**src/rtl/uart_byte_rx.sv**
```systemverilog
// uart_byte_rx: 16x-oversampled UART byte receiver with 3-sample majority vote per bit.
// Defining UART_RX_PARITY_EN adds one even-parity bit between data bit 7 and the stop bit.
module uart_byte_rx #(
   parameter int unsigned CLK_FREQ = 50_000_000
) (
   input  logic       clk,
   input  logic       rst,
   input  logic [3:0] baud_set,
   input  logic       rs232_rx,
   output logic [7:0] data_byte,
   output logic       rx_done,
   output logic       frame_err,
   output logic       parity_err,
   output logic       uart_state
);

   localparam int unsigned DIV_W = 16;
   localparam logic [DIV_W-1:0] DIV_9600   = DIV_W'(CLK_FREQ / (9600 * 16));
   localparam logic [DIV_W-1:0] DIV_19200  = DIV_W'(CLK_FREQ / (19200 * 16));
   localparam logic [DIV_W-1:0] DIV_38400  = DIV_W'(CLK_FREQ / (38400 * 16));
   localparam logic [DIV_W-1:0] DIV_57600  = DIV_W'(CLK_FREQ / (57600 * 16));
   localparam logic [DIV_W-1:0] DIV_115200 = DIV_W'(CLK_FREQ / (115200 * 16));

   typedef enum logic [2:0] {
      IDLE   = 3'd0,
      START  = 3'd1,
      DATA   = 3'd2,
      PARITY = 3'd3,
      STOP   = 3'd4
   } state_t;

   state_t           state;
   state_t           next_state;
   logic             sync1;
   logic             sync2;
   logic             hist;
   logic             start_edge;
   logic [3:0]       baud_q;
   logic [DIV_W-1:0] div_val;
   logic [DIV_W-1:0] div_cnt;
   logic [3:0]       tick_cnt;
   logic [2:0]       bit_cnt;
   logic [2:0]       samp;
   logic [7:0]       shift_reg;
   logic             tick;
   logic             maj;
   logic             bit_end;
   logic             stop_end;
   logic             done_c;
   logic             restart_c;
`ifdef UART_RX_PARITY_EN
   logic             par_bit;
`endif

   // Two-flop synchroniser plus history flop for falling-edge detection
   always_ff @(posedge clk or posedge rst) begin
      if (rst) begin
         sync1 <= 1'b1;
         sync2 <= 1'b1;
         hist  <= 1'b1;
      end else begin
         sync1 <= rs232_rx;
         sync2 <= sync1;
         hist  <= sync2;
      end
   end

   assign start_edge = ~sync2 & hist;

   always_comb begin
      div_val = DIV_9600;
      case (baud_q)
         4'd1:    div_val = DIV_19200;
         4'd2:    div_val = DIV_38400;
         4'd3:    div_val = DIV_57600;
         4'd4:    div_val = DIV_115200;
         default: div_val = DIV_9600;
      endcase
   end

   assign tick     = (state != IDLE) && (div_cnt == div_val - DIV_W'(1));
   assign maj      = (samp[0] & samp[1]) | (samp[0] & samp[2]) | (samp[1] & samp[2]);
   assign bit_end  = tick && (tick_cnt == 4'd15);
   assign stop_end = tick && (tick_cnt == 4'd10);

   always_ff @(posedge clk or posedge rst) begin
      if (rst) state <= IDLE;
      else     state <= next_state;
   end

   always_comb begin
      next_state = state;
      case (state)
         IDLE:   if (start_edge) next_state = START;
         START:  if (bit_end) next_state = maj ? IDLE : DATA;
         DATA:   if (bit_end && (bit_cnt == 3'd7)) begin
`ifdef UART_RX_PARITY_EN
                    next_state = PARITY;
`else
                    next_state = STOP;
`endif
                 end
         PARITY: if (bit_end) next_state = STOP;
         STOP:   if (stop_end) next_state = start_edge ? START : IDLE;
         default: next_state = IDLE;
      endcase
   end

   // Frame completes at mid-stop so a start edge right after the stop bit is not missed
   always_comb begin
      done_c    = 1'b0;
      restart_c = 1'b0;
      case (state)
         IDLE: restart_c = start_edge;
         STOP: begin
            done_c    = stop_end;
            restart_c = stop_end && start_edge;
         end
         default: ;
      endcase
   end

   always_ff @(posedge clk or posedge rst) begin
      if (rst) begin
         baud_q    <= 4'd0;
         div_cnt   <= '0;
         tick_cnt  <= 4'd0;
         bit_cnt   <= 3'd0;
         samp      <= 3'b111;
         shift_reg <= 8'h00;
`ifdef UART_RX_PARITY_EN
         par_bit   <= 1'b0;
`endif
      end else if (restart_c) begin
         baud_q   <= baud_set;
         div_cnt  <= '0;
         tick_cnt <= 4'd0;
         bit_cnt  <= 3'd0;
      end else if (state != IDLE) begin
         if (tick) begin
            div_cnt  <= '0;
            tick_cnt <= tick_cnt + 4'd1;
            if (tick_cnt == 4'd7) samp[0] <= sync2;
            if (tick_cnt == 4'd8) samp[1] <= sync2;
            if (tick_cnt == 4'd9) samp[2] <= sync2;
            if (bit_end && (state == DATA)) begin
               shift_reg <= {maj, shift_reg[7:1]};
               bit_cnt   <= bit_cnt + 3'd1;
            end
`ifdef UART_RX_PARITY_EN
            if (bit_end && (state == PARITY)) par_bit <= maj;
`endif
         end else begin
            div_cnt <= div_cnt + DIV_W'(1);
         end
      end
   end

   always_ff @(posedge clk or posedge rst) begin
      if (rst) begin
         data_byte  <= 8'h00;
         rx_done    <= 1'b0;
         frame_err  <= 1'b0;
         parity_err <= 1'b0;
         uart_state <= 1'b0;
      end else begin
         rx_done    <= done_c;
         uart_state <= (next_state != IDLE);
         if (done_c) begin
            data_byte <= shift_reg;
            frame_err <= ~maj;
`ifdef UART_RX_PARITY_EN
            parity_err <= (^shift_reg) ^ par_bit;
`else
            parity_err <= 1'b0;
`endif
         end
      end
   end

endmodule

```
**config.mk**
```make
export PLATFORM = sky130hd
export DESIGN_NAME = uart_byte_rx
export DESIGN_NICKNAME = d
export VERILOG_FILES = /design/src/rtl/uart_byte_rx.sv
export SDC_FILE = /design/constraint.sdc
export NUM_CORES = 1
export LEC_CHECK = 0
export CAP_MARGIN = 10
export CORE_ASPECT_RATIO = 0.75
export CORE_MARGIN = 2
export CORE_UTILIZATION = 45
export DETAILED_ROUTE_END_ITERATION = 10
export GPL_ROUTABILITY_DRIVEN = 0
export PLACE_DENSITY_LB_ADDON = 0.15
export SLEW_MARGIN = 25
export SYNTH_ARGS = -nofsm -noshare
export SYNTH_HDL_FRONTEND = slang
export SYNTH_SLANG_ARGS = --single-unit
```
**constraint.sdc**
```tcl
create_clock -name clk -period 4.5 [get_ports clk]
set_clock_uncertainty 0.05 [all_clocks]
set_input_delay 0.9 -clock clk [delete_from_list [all_inputs] [get_ports clk]]
set_output_delay 0.9 -clock clk [all_outputs]
set_load 0.005 [all_outputs]
```
; ---- Word level (Yosys, flattened, before mapping)
; Cells that the tools add are included.
[totals]
ff_bits = 55
inputBits = 7
output_inout_bits = 12
word_cells = 83
[op_classes]
n_addsub = 4
eq_ne = 15
mux = 21
bitwise_logic = 9
n_reduce_logical = 18
[op_table]
columns = cell, n
row1 = $mux W16, 3
row2 = $pmux W9 S4, 1
row3 = $mux W3, 9
row4 = $add A16 B1 Y16 const B, 1
row5 = $eq A16 B16 Y1, 1
row6 = $eq A4 B4 Y1 const B, 4
row7 = $reduce_and A4 Y1, 4
row8 = $sub A16 B1 Y16 const B, 1
row9 = $pmux W3 S5, 1
row10 = $mux W4, 3
row11 = $eq A4 B2 Y1 const B, 2
row12 = $eq A4 B3 Y1 const B, 2
row13 = $eq A3 B2 Y1 const B, 2
row14 = $eq A3 B3 Y1 const B, 2
row15 = $logic_and A1 B1 Y1, 6
row16 = $reduce_bool A2 Y1, 3
row17 = $reduce_bool A3 Y1, 2
row18 = $add A4 B1 Y4 const B, 1
row19 = $and A1 B1 Y1, 4
row20 = $eq A4 B1 Y1 const B, 1
row21 = $add A3 B1 Y3 const B, 1
row22 = $eq A3 B1 Y1 const B, 1
row23 = $logic_not A3 Y1, 1
row24 = $not A1 Y1, 3
row25 = other kinds (6), 8

; ---- Depth between registers and ports, before layout
[depth]
word_depth = 11
ltp_mapped = 12
ltp_nobuf = 10

; ---- Least setup slack after synthesis
; OpenSTA, ideal clock, no wires.
[synth_path]
kind = register to register
start = register baud_q[3]
end = register data_byte[0]
setup_time_ns = 0.125
t_arrival_ns = 3.470
required_ns = 4.325
setup_slack_ns = 0.855
stages_incl_launch_ff = 13
n_path_buf = 2
synth_period_minus_slack_ns = 3.645
cell_sequence = dfrtp_1 > buf_4 > or3b_2 > inv_1 > nor2_1 > ha_1 > mux2_4 > a211o_1 > a2111oi_4 > nor2_2 > or4_1 > buf_6 > mux2_4
[synth_via]
elab_chain_cells = 7
elab_cells_between_ends = 10
cone_classes = add/sub: 1 / eq/ne: 5 / mux: 2 / reduce/logical: 2
[synth_rtl]
columns = element, line
row1 = "start, declared", 38  ; logic [3:0] baud_q;
row2 = "start signal, assigned", 135  ; baud_q <= baud_set;
row3 = $eq A4 B3 Y1 (tied with other cells), 72  ; case (baud_q)
row4 = $pmux W9 S4 *, 72
row5 = $sub A16 B1 Y16 *, 81  ; assign tick = (state != IDLE) && (div_cnt == div_val - DIV_W'(1));
row6 = $eq A16 B16 Y1 *, 81
row7 = $logic_and A1 B1 Y1 *, 81
row8 = $logic_and A1 B1 Y1 *, 84  ; assign stop_end = tick && (tick_cnt == 4'd10);
row9 = $mux W1 *, 113  ; case (state)
row10 = "end signal, assigned", 170  ; data_byte <= shift_reg;
row11 = "end, declared", 10  ; output logic [7:0] data_byte,
; Every way passes the cells marked *; elsewhere a longest branch is shown, timed or not.
; A chain may end at the register's enable or synchronous reset.

; ---- Worst setup path after layout
[layout_path]
start = register baud_q[2]
end = register data_byte[5]
; The elaborated chain is that of the path after synthesis.

==> reports/results.ini <==
[setup_path]
endpoint_kind = flop
ff2ff_path_depth = 10
crit_required_ns = 4.66
critical_path_class = reg -> reg
r2r_slack_ns = 0.45
critPathLaunchType = flop
worstPathMaxFanout = 16
arrival_ns = 4.21
r2r-end = data_byte[5]
rr_startpoint = baud_q[2]

[logic_synthesis]
yosys_register_bits = 55
synthTopCellsByArea = dfrtp_1 (42%), mux2_2 (6.1%), dfstp_2 (5.4%)
synth_top_cell_by_area = dfrtp_1
synth.yosys.seq_area_share = 0.471
synth_top_area_share = 0.417
syn_area_per_cell_um2 = 10.7
synth_nets = 291
ys_warn_count = 0
async_flop_share = 1.00
synth.most_common_cell = dfrtp_1
synth_edf_count = 0
synthCells = 276
yosysUniqueCellTypes = 58
ys_top_cells_by_count = dfrtp_1 (49), nor2_1 (30), mux2_2 (16)
synthFlopType = dfrtp_1
netlist_area_um2 = 2940

[sta]
report.final.slew_viol_count = 0
timing.hold.ws_ns = 0.313
period_share = 0.900
maxClockFrequency_mhz = 247
max_slew_margin = 0.498
finalSetupTns_ns = 0
finalSetupViolations = 0
post-route-min-period_ns = 4.05
worst_pin_slew_ns = 0.750
rsz0062_at_grt = false
hold_viol_final = 0

[power_and_ir_drop]
combPwrFrac = 0.297
pwr_density_cell_nw_per_um2 = 402
peakVddDrop_v = 0.000179
p_total_mw = 1.32
leakage_nw = 1.42
p_int_mw = 0.838
p_sw_mw = 0.484
seq_power_share = 0.482
p_sw_frac = 0.366
p_clk_frac = 0.222

[finish]
drive_gt1_frac = 0.184
fin_area_um2 = 3290
area_growth_pct = 11.9
diodes = 0
largest_reg_flops = 16
final_nets = 307
finalNonFillerCells = 374

[clocking]
clk_pin_slew_ns = 0.11
cts_num_sinks = 55
hold_buffers = 0
cts_max_level = 2
cts_buffers = 5
clock_path_buffers = 2
cts_setup_buffers = 0
cts_resized = 0
root_buffer = clkbuf_8
cts_tree = yes
clkLatencyLatePin_ns = 0.32

[hold_path]
hp-class = reg -> reg
hold_depth = 0
min_from = sync1
hold_end = sync2

[placed_design]
port-buffer-count = 17
dpl.cell_count = 366
hpwlAfterDp_um = 3950
dpl_cell_area_um2 = 3190

[floorplanning]
core_area_um2 = 6320
die_h_um = 74.0
start_util = 0.465
dieArea_um2 = 7200
rows = 25
die_x_um = 97.3
design.portCount = 19

[grt]
grt_use_total = 0.168
grt_max_degree = 30
first_global_vias = 1826
antenna_found_initial = 0
overflow = 0
grt_pass1_wl_um = 9540

[drt]
wire_per_inst_um = 15.0
via_per_inst = 5.44
drt-total-wl_um = 5610
vias = 2033
drtIter0Drc = 188
ant_nets = 0
dr.pass1.iters = 4
drc_errors = 0

[run_status]
status = finished, final reports clean

[run]
maxCapViolations = 0

==> final cells by class <==
| type | count | area (um2) |
|---|---|---|
| Multi-Input combinational cell | 195 | 1450 |
| Clock buffer | 5 | 68.8 |
| Tap cell | 81 | 101 |
| Clock inverter | 3 | 28.8 |
| Timing Repair Buffer | 23 | 215 |
| Fill cell | 578 | 3030 |
| Sequential cell | 55 | 1380 |
| Inverter | 12 | 45.0 |
==> logic make-up after synthesis <==
kind of cell,share of synthesized area
buf+inv,0.0396
xor+xnor,0.0506
other cells,0.00128
compound gates,0.116
simple gates,0.174
mux,0.111
flops,0.471
fa+ha+maj,0.0374
==> worst max-delay path by stage <==
stage	startpoint	end	depth (start not counted)	slack [ns]
6_report	baud_q[2]	data_byte[5]	10	0.45
5_1_grt	baud_q[2]	data_byte[6]	10	0.31
4_1_cts	baud_q[2]	data_byte[6]	10	0.46
3_5_place_dp	baud_q[3]	data_byte[6]	10	0.48
3_3_place_gp	baud_q[3]	data_byte[3]	10	0.56
2_1_floorplan	baud_q[3]	data_byte[0]	12	0.85
==> metal layers <==
| layer | global-route usage | share of wire |
|---|---|---|
| met5 | 0 | 0 |
| met4 | 0.0556 | 0.011 |
| met3 | 0.0404 | 0.053 |
| met2 | 0.211 | 0.38 |
| met1 | 0.277 | 0.55 |
==> per-stage QoR <==
stage / util / setup slack (ns)
detailed placement: 0.505 / 0.479
CTS: 0.521 / 0.462
global placement: 0.505 / 0.563
finish: 0.521 / 0.450
global route: 0.521 / 0.305
floorplan: - / 0.855
==> critical path, cell delays in order (launching register included) <==
cell	delay, ns
dfrtp_1	0.55
or3b_2	0.57
inv_1	0.10
nor2_1	0.05
ha_1	0.23
mux2_4	0.32
a211o_1	0.32
a2111oi_4	0.39
nor2_2	0.13
or4_1	0.82
mux2_4	0.39
==> power by group through the flow <==
stage | Sequential, mW | Clock [mW] | Combinational [mW]
floorplan | 0.589 | 0 | 0.360
CTS | 0.634 | 0.304 | 0.393
global placement | 0.643 | 0 | 0.384
global route | 0.648 | 0.324 | 0.449
detailed placement | 0.643 | 0 | 0.390
finish | 0.637 | 0.293 | 0.392
==> placed cells by master, fill, tap and decap left out, types with 4 or more instances in the layout <==
cell type	instances
o31ai_1	8
nor2b_1	6
nand2_1	15
nor3_1	4
clkdlybuf4s50_1	17
dfrtp_1	49
or3_1	4
inv_1	11
a21oi_1	4
o21ai_0	9
xor2_1	10
clkbuf_8	5
nor2_1	30
nand3_1	6
buf_4	6
ha_1	8
xnor2_1	7
nand4_1	7
dfstp_2	6
mux2_4	9
mux2_2	16
(Power assumes the default switching activity.)
